<file path="config.mk">
export PLATFORM = sky130hd
export DESIGN_NAME = router_fifo
export DESIGN_NICKNAME = d
export VERILOG_FILES = /design/src/rtl/router_pkg.sv /design/src/rtl/router_fifo_mem.sv /design/src/rtl/router_fifo.sv
export SDC_FILE = /design/constraint.sdc
export NUM_CORES = 1
export LEC_CHECK = 0
export BUFFER_PORTS_ARGS = -buffer_cell sky130_fd_sc_hd__buf_2
export CORE_MARGIN = 5
export CORE_UTILIZATION = 30
export DETAILED_ROUTE_END_ITERATION = 7
export PLACE_DENSITY = 0.47
export SYNTH_ARGS = -nofsm -noshare
export SYNTH_HDL_FRONTEND = slang
export SYNTH_SLANG_ARGS = --single-unit
</file>
<file path="constraint.sdc">
create_clock -name clock -period 2.6 [get_ports clock]
set_input_delay 0.26 -clock clock [delete_from_list [all_inputs] [get_ports clock]]
set_output_delay 0.26 -clock clock [all_outputs]
set_load 0.01 [all_outputs]
</file>
<file path="src/rtl/router_pkg.sv">
// -----------------------------------------------------------------------------
// router_pkg
// Shared types and constants for the 1x3 router datapath.
//   ROUTER_DATA_W     : byte width carried through the router
//   ROUTER_FIFO_DEPTH : default entry count of each destination FIFO
//   ADDR_FIELD_W      : width of the destination-address field in a header
//   fifo_entry_t      : one stored FIFO entry (header flag plus data byte)
//   payload_len()     : payload length field of a header byte
// -----------------------------------------------------------------------------
package router_pkg;

  localparam int ROUTER_DATA_W     = 8;
  localparam int ROUTER_FIFO_DEPTH = 16;
  localparam int ADDR_FIELD_W      = 2;

  typedef struct packed {
    logic       hdr;
    logic [7:0] data;
  } fifo_entry_t;

  // Header layout is {payload_len[5:0], dest_addr[1:0]}.
  function automatic logic [5:0] payload_len(input logic [7:0] header);
    return header[7:ADDR_FIELD_W];
  endfunction

endpackage

</file>
<file path="src/rtl/router_fifo_mem.sv">
// -----------------------------------------------------------------------------
// router_fifo_mem
// DEPTH x (WIDTH+1) storage array: synchronous write, asynchronous read.
// Contents are not reset; the surrounding pointers decide what is valid.
//   clock   : write clock
//   wr_en   : write strobe, already qualified by the caller
//   wr_addr : write address
//   wr_data : {hdr, data} entry to store
//   rd_addr : read address
//   rd_data : entry at rd_addr, combinational
// -----------------------------------------------------------------------------
module router_fifo_mem #(
  parameter int DEPTH = 16,
  parameter int WIDTH = 8,
  parameter int AW    = $clog2(DEPTH)
) (
  input  logic          clock,
  input  logic          wr_en,
  input  logic [AW-1:0] wr_addr,
  input  logic [WIDTH:0] wr_data,
  input  logic [AW-1:0] rd_addr,
  output logic [WIDTH:0] rd_data
);

  logic [WIDTH:0] mem_r [DEPTH];

  // Storage write port.
  always_ff @(posedge clock) begin
    if (wr_en) begin
      mem_r[wr_addr] <= wr_data;
    end
  end

  assign rd_data = mem_r[rd_addr];

endmodule

</file>
<file path="src/rtl/router_fifo.sv">
// -----------------------------------------------------------------------------
// router_fifo
// Per-destination output FIFO of the 1x3 router. Stores {lfd_state, data_in}
// entries and tracks how many bytes of the packet being drained are still to
// leave, so the output side and soft-reset timeout know when it is gone.
//   clock          : system clock, rising edge
//   reset          : synchronous active-high reset (wins over soft_reset)
//   soft_reset     : synchronous flush, same effect as reset
//   write_enb      : write request from the sync block
//   read_enb       : read request from the destination
//   lfd_state      : header flag stored with the entry
//   data_in        : byte from the register stage
//   data_out       : registered read data, holds between reads
//   data_out_valid : one-cycle pulse the cycle after an accepted read
//   hdr_out        : header flag of the byte on data_out
//   full / empty   : combinational occupancy flags from the pointers
//   pkt_count_zero : remaining-bytes counter is zero
// -----------------------------------------------------------------------------
module router_fifo
  import router_pkg::*;
#(
  parameter int DEPTH = ROUTER_FIFO_DEPTH,
  parameter int WIDTH = ROUTER_DATA_W
) (
  input  logic             clock,
  input  logic             reset,
  input  logic             soft_reset,
  input  logic             write_enb,
  input  logic             read_enb,
  input  logic             lfd_state,
  input  logic [WIDTH-1:0] data_in,
  output logic [WIDTH-1:0] data_out,
  output logic             data_out_valid,
  output logic             hdr_out,
  output logic             full,
  output logic             empty,
  output logic             pkt_count_zero
);

  localparam int AW = $clog2(DEPTH);

  // Pointers carry one extra wrap bit to tell full from empty.
  logic [AW:0]    wr_ptr_r;
  logic [AW:0]    rd_ptr_r;
  logic [6:0]     remain_cnt_r;
  logic           wr_accept_s;
  logic           rd_accept_s;
  logic [WIDTH:0] wr_entry_s;
  logic [WIDTH:0] rd_entry_s;

  assign empty = (wr_ptr_r == rd_ptr_r);
  assign full  = (wr_ptr_r[AW] != rd_ptr_r[AW]) &&
                 (wr_ptr_r[AW-1:0] == rd_ptr_r[AW-1:0]);
  assign pkt_count_zero = (remain_cnt_r == 7'd0);
  assign wr_entry_s = {lfd_state, data_in};

  // Accept qualifiers; flags use start-of-cycle pointers, so a write into an
  // empty FIFO cannot be read in the same cycle.
  always_comb begin
    wr_accept_s = 1'b0;
    rd_accept_s = 1'b0;
    if (reset || soft_reset) begin
      wr_accept_s = 1'b0;
      rd_accept_s = 1'b0;
    end else begin
      wr_accept_s = write_enb && !full;
      rd_accept_s = read_enb && !empty;
    end
  end

  router_fifo_mem #(
    .DEPTH (DEPTH),
    .WIDTH (WIDTH),
    .AW    (AW)
  ) u_mem (
    .clock   (clock),
    .wr_en   (wr_accept_s),
    .wr_addr (wr_ptr_r[AW-1:0]),
    .wr_data (wr_entry_s),
    .rd_addr (rd_ptr_r[AW-1:0]),
    .rd_data (rd_entry_s)
  );

  // Write and read pointer update.
  always_ff @(posedge clock) begin
    if (reset || soft_reset) begin
      wr_ptr_r <= '0;
      rd_ptr_r <= '0;
    end else begin
      if (wr_accept_s) begin
        wr_ptr_r <= wr_ptr_r + 1'b1;
      end
      if (rd_accept_s) begin
        rd_ptr_r <= rd_ptr_r + 1'b1;
      end
    end
  end

  // Registered read port; data_out holds when no read is accepted.
  always_ff @(posedge clock) begin
    if (reset || soft_reset) begin
      data_out       <= '0;
      hdr_out        <= 1'b0;
      data_out_valid <= 1'b0;
    end else if (rd_accept_s) begin
      data_out       <= rd_entry_s[WIDTH-1:0];
      hdr_out        <= rd_entry_s[WIDTH];
      data_out_valid <= 1'b1;
    end else begin
      data_out_valid <= 1'b0;
    end
  end

  // Remaining-bytes counter: a header loads payload plus parity, every other
  // byte counts down and the count stops at zero.
  always_ff @(posedge clock) begin
    if (reset || soft_reset) begin
      remain_cnt_r <= 7'd0;
    end else if (rd_accept_s && rd_entry_s[WIDTH]) begin
      remain_cnt_r <= {1'b0, payload_len(rd_entry_s[7:0])} + 7'd1;
    end else if (rd_accept_s && (remain_cnt_r != 7'd0)) begin
      remain_cnt_r <= remain_cnt_r - 7'd1;
    end else begin
      remain_cnt_r <= remain_cnt_r;
    end
  end

endmodule

</file>
* After elaboration in Yosys (flattened, before gate mapping)
Memories as Yosys holds them, arrays and structs flattened. A register that Yosys moved wholly into a read port is not among the register bits.
Index checks and enable logic that the tools add are counted.
** Cells by class
- Muxes and demuxes :: 9
- Equal/unequal tests :: 3
- Reductions and logical operators :: 11
- Add/sub/neg operators :: 4
** Operators with widths (count)
- 7-bit two-way mux :: 2
- 5-bit by 1-bit adder with 5-bit output (second input constant) :: 2
- 4-bit two-way mux :: 2
- 6-bit by 1-bit adder with 7-bit output (second input constant) :: 1
- 7-bit logical NOT :: 1
- 7-bit nonzero test :: 1
- 7-bit by 1-bit subtractor with 7-bit output (second input constant) :: 1
- 5-bit == test :: 1
- 1-bit logical AND :: 5
- 1-bit two-way mux :: 5
- 4-bit == test :: 1
- 1-bit logical NOT :: 2
- 2-bit nonzero test :: 1
- 1-bit logical OR :: 1
- 1-bit != test :: 1
** Storage, ports and cells
- Input bits :: 14
- Memories :: 1
- Memory bits (writable) :: 144
- Register bits after elaboration :: 27
** Memory list
- u_mem.mem_r :: depth 16, bits a word 9, rd ports 1, clocked after memory_dff 1, wr ports 1, line router_fifo_mem.sv:25 : logic [WIDTH:0] mem_r [DEPTH];

* Longest topological paths before layout
- Depth in word-level cells :: 7
- Depth in mapped cells :: 9

* Hierarchy
From an unflattened synthesis, not the netlist that was laid out.
** Second synthesis, totals
- Cells, all modules :: 416
- Area total of the unflattened synthesis :: 7008.0 sq um
** By module, submodules not included
- router_fifo_mem :: instances 1, seq. area each 4324.1 sq um, cells an instance 245, area an instance 5600.4 sq um
- router_fifo :: instances 1, seq. area each 540.5 sq um, cells an instance 171, area an instance 1407.6 sq um

* Worst setup path before layout
Ideal clock, no wire load.
- Path type :: reg2reg
- Start point :: register (tool-made name)
- End point :: register remain_cnt_r[2]
- Path buffers :: 2
- Setup slack :: 0.219 ns
- Stages on the path, launching flop included :: 9
- Setup time :: 0.119 ns
- Arrival time :: 2.262 ns
- Cells stage by stage :: dfxtp_1 buf_6 buf_12 mux4_2 mux4_2 ha_1 xnor2_1 a21oi_1 o221a_1
** RTL lines
- end signal, assigned :: line router_fifo.sv:120 : remain_cnt_r <= {1'b0, payload_len(rd_entry_s[7:0])} + 7'd1;
- end signal, assigned :: line router_fifo.sv:122 : remain_cnt_r <= remain_cnt_r - 7'd1;
- end signal, assigned :: line router_fifo.sv:124 : remain_cnt_r <= remain_cnt_r;
- end, declared :: line router_fifo.sv:45 : logic [6:0] remain_cnt_r;

==> reports/qor.csv <==
metric,value,unit
wl_per_cell,19.2,um
hold_viol,0,
antenna_found_initial,0,
wl,15500,um
synth.distinct_cells,41,
setup_viol,0,
cts_root_buf,clkbuf_16,
fin_nets,495,
post_cts_buffers,0,
area_growth,18.7,%
critPathMostFrequentCell,mux4_2,
htreeDepth,4,
synth-async-reset-ratio,0,
path_cells,buf_12 > mux4_2 > mux4_2 > ha_1 > xnor2_1 > a21oi_1 > o221a_1,
rows,56,
worstMarginPinSlew,1.14,ns
ff2ff_path_depth,7,
cp_max_fo,12,
pwr_density_cell,674,nW/um2
hpwl,10500,um
irDropWorstVdd,0.000302,V
grt_pass1_wl,23900,um
timing.fmax,410,MHz
yosysMostFrequentCell,edfxtp_1,
post-route-min-period,2.44,ns
ys_warn_count,0,
crit_arrival,2.75,ns
dr_wl_met2,7550,um
fill_cells,2232,
ys_seq_area_frac,0.706,
hp-start,reset,
core_area,23300,um2
synth_area_leaders,"edfxtp_1 62%, mux4_2 14%, dfxtp_1 8.9%",
initial_utilization,0.301,
drive_above_1_share,0.294,
syn_nets,427,
finalMaxSlewViolations,0,
overflow,0,
required,2.91,ns
fin_cells,805,
firstDrtPassIters,4,
synth_common_cells,"144 x edfxtp_1, 42 x mux4_2, 37 x nor2_1",
cp_top_family,multiplexers,
post_cts_resized,0,
met3_length,627,um
r2r_end,remain_cnt_r[2],
p_leak,2.68,nW
worst_hold_slack,0.146,ns
io_buffers,26,
dieArea,26500,um2
via_count,3684,
min_to,remain_cnt_r[2],
crit_buf_inv,1,
regArea,4950,um2
synthCells,406,
top_layer,met4,
place_inst,774,
ys.flop_type,edfxtp_1,
drc,0,
dieHeight,163,um
skew,0.00930,ns
hold_depth,3,
yosysTopAreaCellShare,0.617,
grt_start_max_net_pins,30,
status,"finished, final reports clean",
synth_area,7010,um2
cts_tree,built,
dr.first_iter.drc_count,293,
ys_ff_latch,175,
worstSetupPathType,reg -> reg,
cts_buffers,17,
n_antenna_cell,0,
slew_headroom,0.237,
ff2ff_setup_slack,0.16,ns
syn_area_per_cell,17.3,um2
rsz0062_at_grt,false,
netlist.top_cell.by_area,edfxtp_1,
grt_pass1_vias,3866,
tns,0,ns
end_kind,register,
vias_per_cell,4.58,
clockBufferDepth,2,
clk_pin_slew,0.06,ns
cp_slowest_cell,mux4_2,
cts_hold_buf,0,
gp_congestion,0.773,
met1Wirelength,7090,um
worstSetupStartpointType,register,
fin_ws,0.161,ns
fin_crit_sh,0.938,
io_pins,27,
die_w,163,um
synth_edf_count,144,
cts_sinks,175,
drv_cap,0,
dp_slack,0.156,ns
cpPeakStageDelay,0.56,ns
grt_use_total,0.123,
multi_input_area,1920,um2
antenna_left,0,
min_path_type,in -> reg,
clk_latency,0.42,ns
[worst max-delay path by stage]
stage	cells past startpoint	to	slack (ns)	from
after floorplan	8	remain_cnt_r[2]	0.22	register
after global placement	7	remain_cnt_r[2]	0.17	register
after detailed placement	7	remain_cnt_r[2]	0.16	register
after CTS	7	remain_cnt_r[2]	0.14	register
after global routing	6	remain_cnt_r[5]	0.03	register
final	7	remain_cnt_r[2]	0.16	register
[tightest hold or removal path, stage by stage]
cell	delay, ns
buf_2	0.08
nor2_1	0.06
o221a_1	0.11
[report_power, final]
| part | total, mW | switching [mW] | internal (mW) |
|---|---|---|---|
| clock | 2.38 | 1.06 | 1.32 |
| sequential | 3.05 | 0.00677 | 3.04 |
| combinational | 0.174 | 0.107 | 0.0671 |
| total | 5.60 | 1.18 | 4.42 |
[per-layer routing]
layer	global-route usage	vias to the layer above
met1	0.162	1886
met5	0	-
met3	0.0352	13
met2	0.201	73
met4	0.0343	0
li1	-	1712
[sequential cells by signal, indices dropped and copies added, names as in the netlist, named ones only]
| name | flops |
|---|---|
| u_mem.mem_r | 144 |
| data_out | 8 |
| remain_cnt_r | 7 |
| rd_ptr_r | 5 |
| wr_ptr_r | 5 |
| data_out_valid | 1 |
| hdr_out | 1 |
[layout make-up]
class	count	area share
clock buffer	19	0.0521
inverter	5	0.00226
clock inverter	12	0.0131
timing repair buffer	69	0.0590
multi-input combinational	206	0.231
sequential	175	0.595
tap	319	0.0480
[through the flow]
stage	total power [mW]	utilization	area, um2
6_report	5.60	0.357	8310
5_1_grt	5.81	0.357	8310
4_1_cts	5.68	0.357	8310
3_5_place_dp	3.28	0.334	7770
3_3_place_gp	3.28	0.334	7770
2_1_floorplan	3.20	-	7010
[kinds of logic (layout without fill, tap and decap cells)]
group | after synthesis | count (layout) | synth area share
simple gates | 98 | 98 | 0.0620
compound gates | 37 | 37 | 0.0336
mux | 46 | 46 | 0.143
fa+ha+maj | 7 | 7 | 0.0125
buf+inv | 25 | 105 | 0.0205
xor+xnor | 18 | 18 | 0.0225
flops | 175 | 175 | 0.706
[cell usage in the layout, fill, tap and decap left out, types with 6 or more instances in the layout]
master / n
edfxtp_1: 144
mux4_2: 42
buf_4: 40
nor2_1: 37
nand2_1: 34
dfxtp_1: 30
buf_2: 26
a21oi_1: 18
clkbuf_16: 17
xnor2_1: 11
xor2_1: 7
ha_1: 7
nor3_1: 6
(Power assumes the default switching activity.)
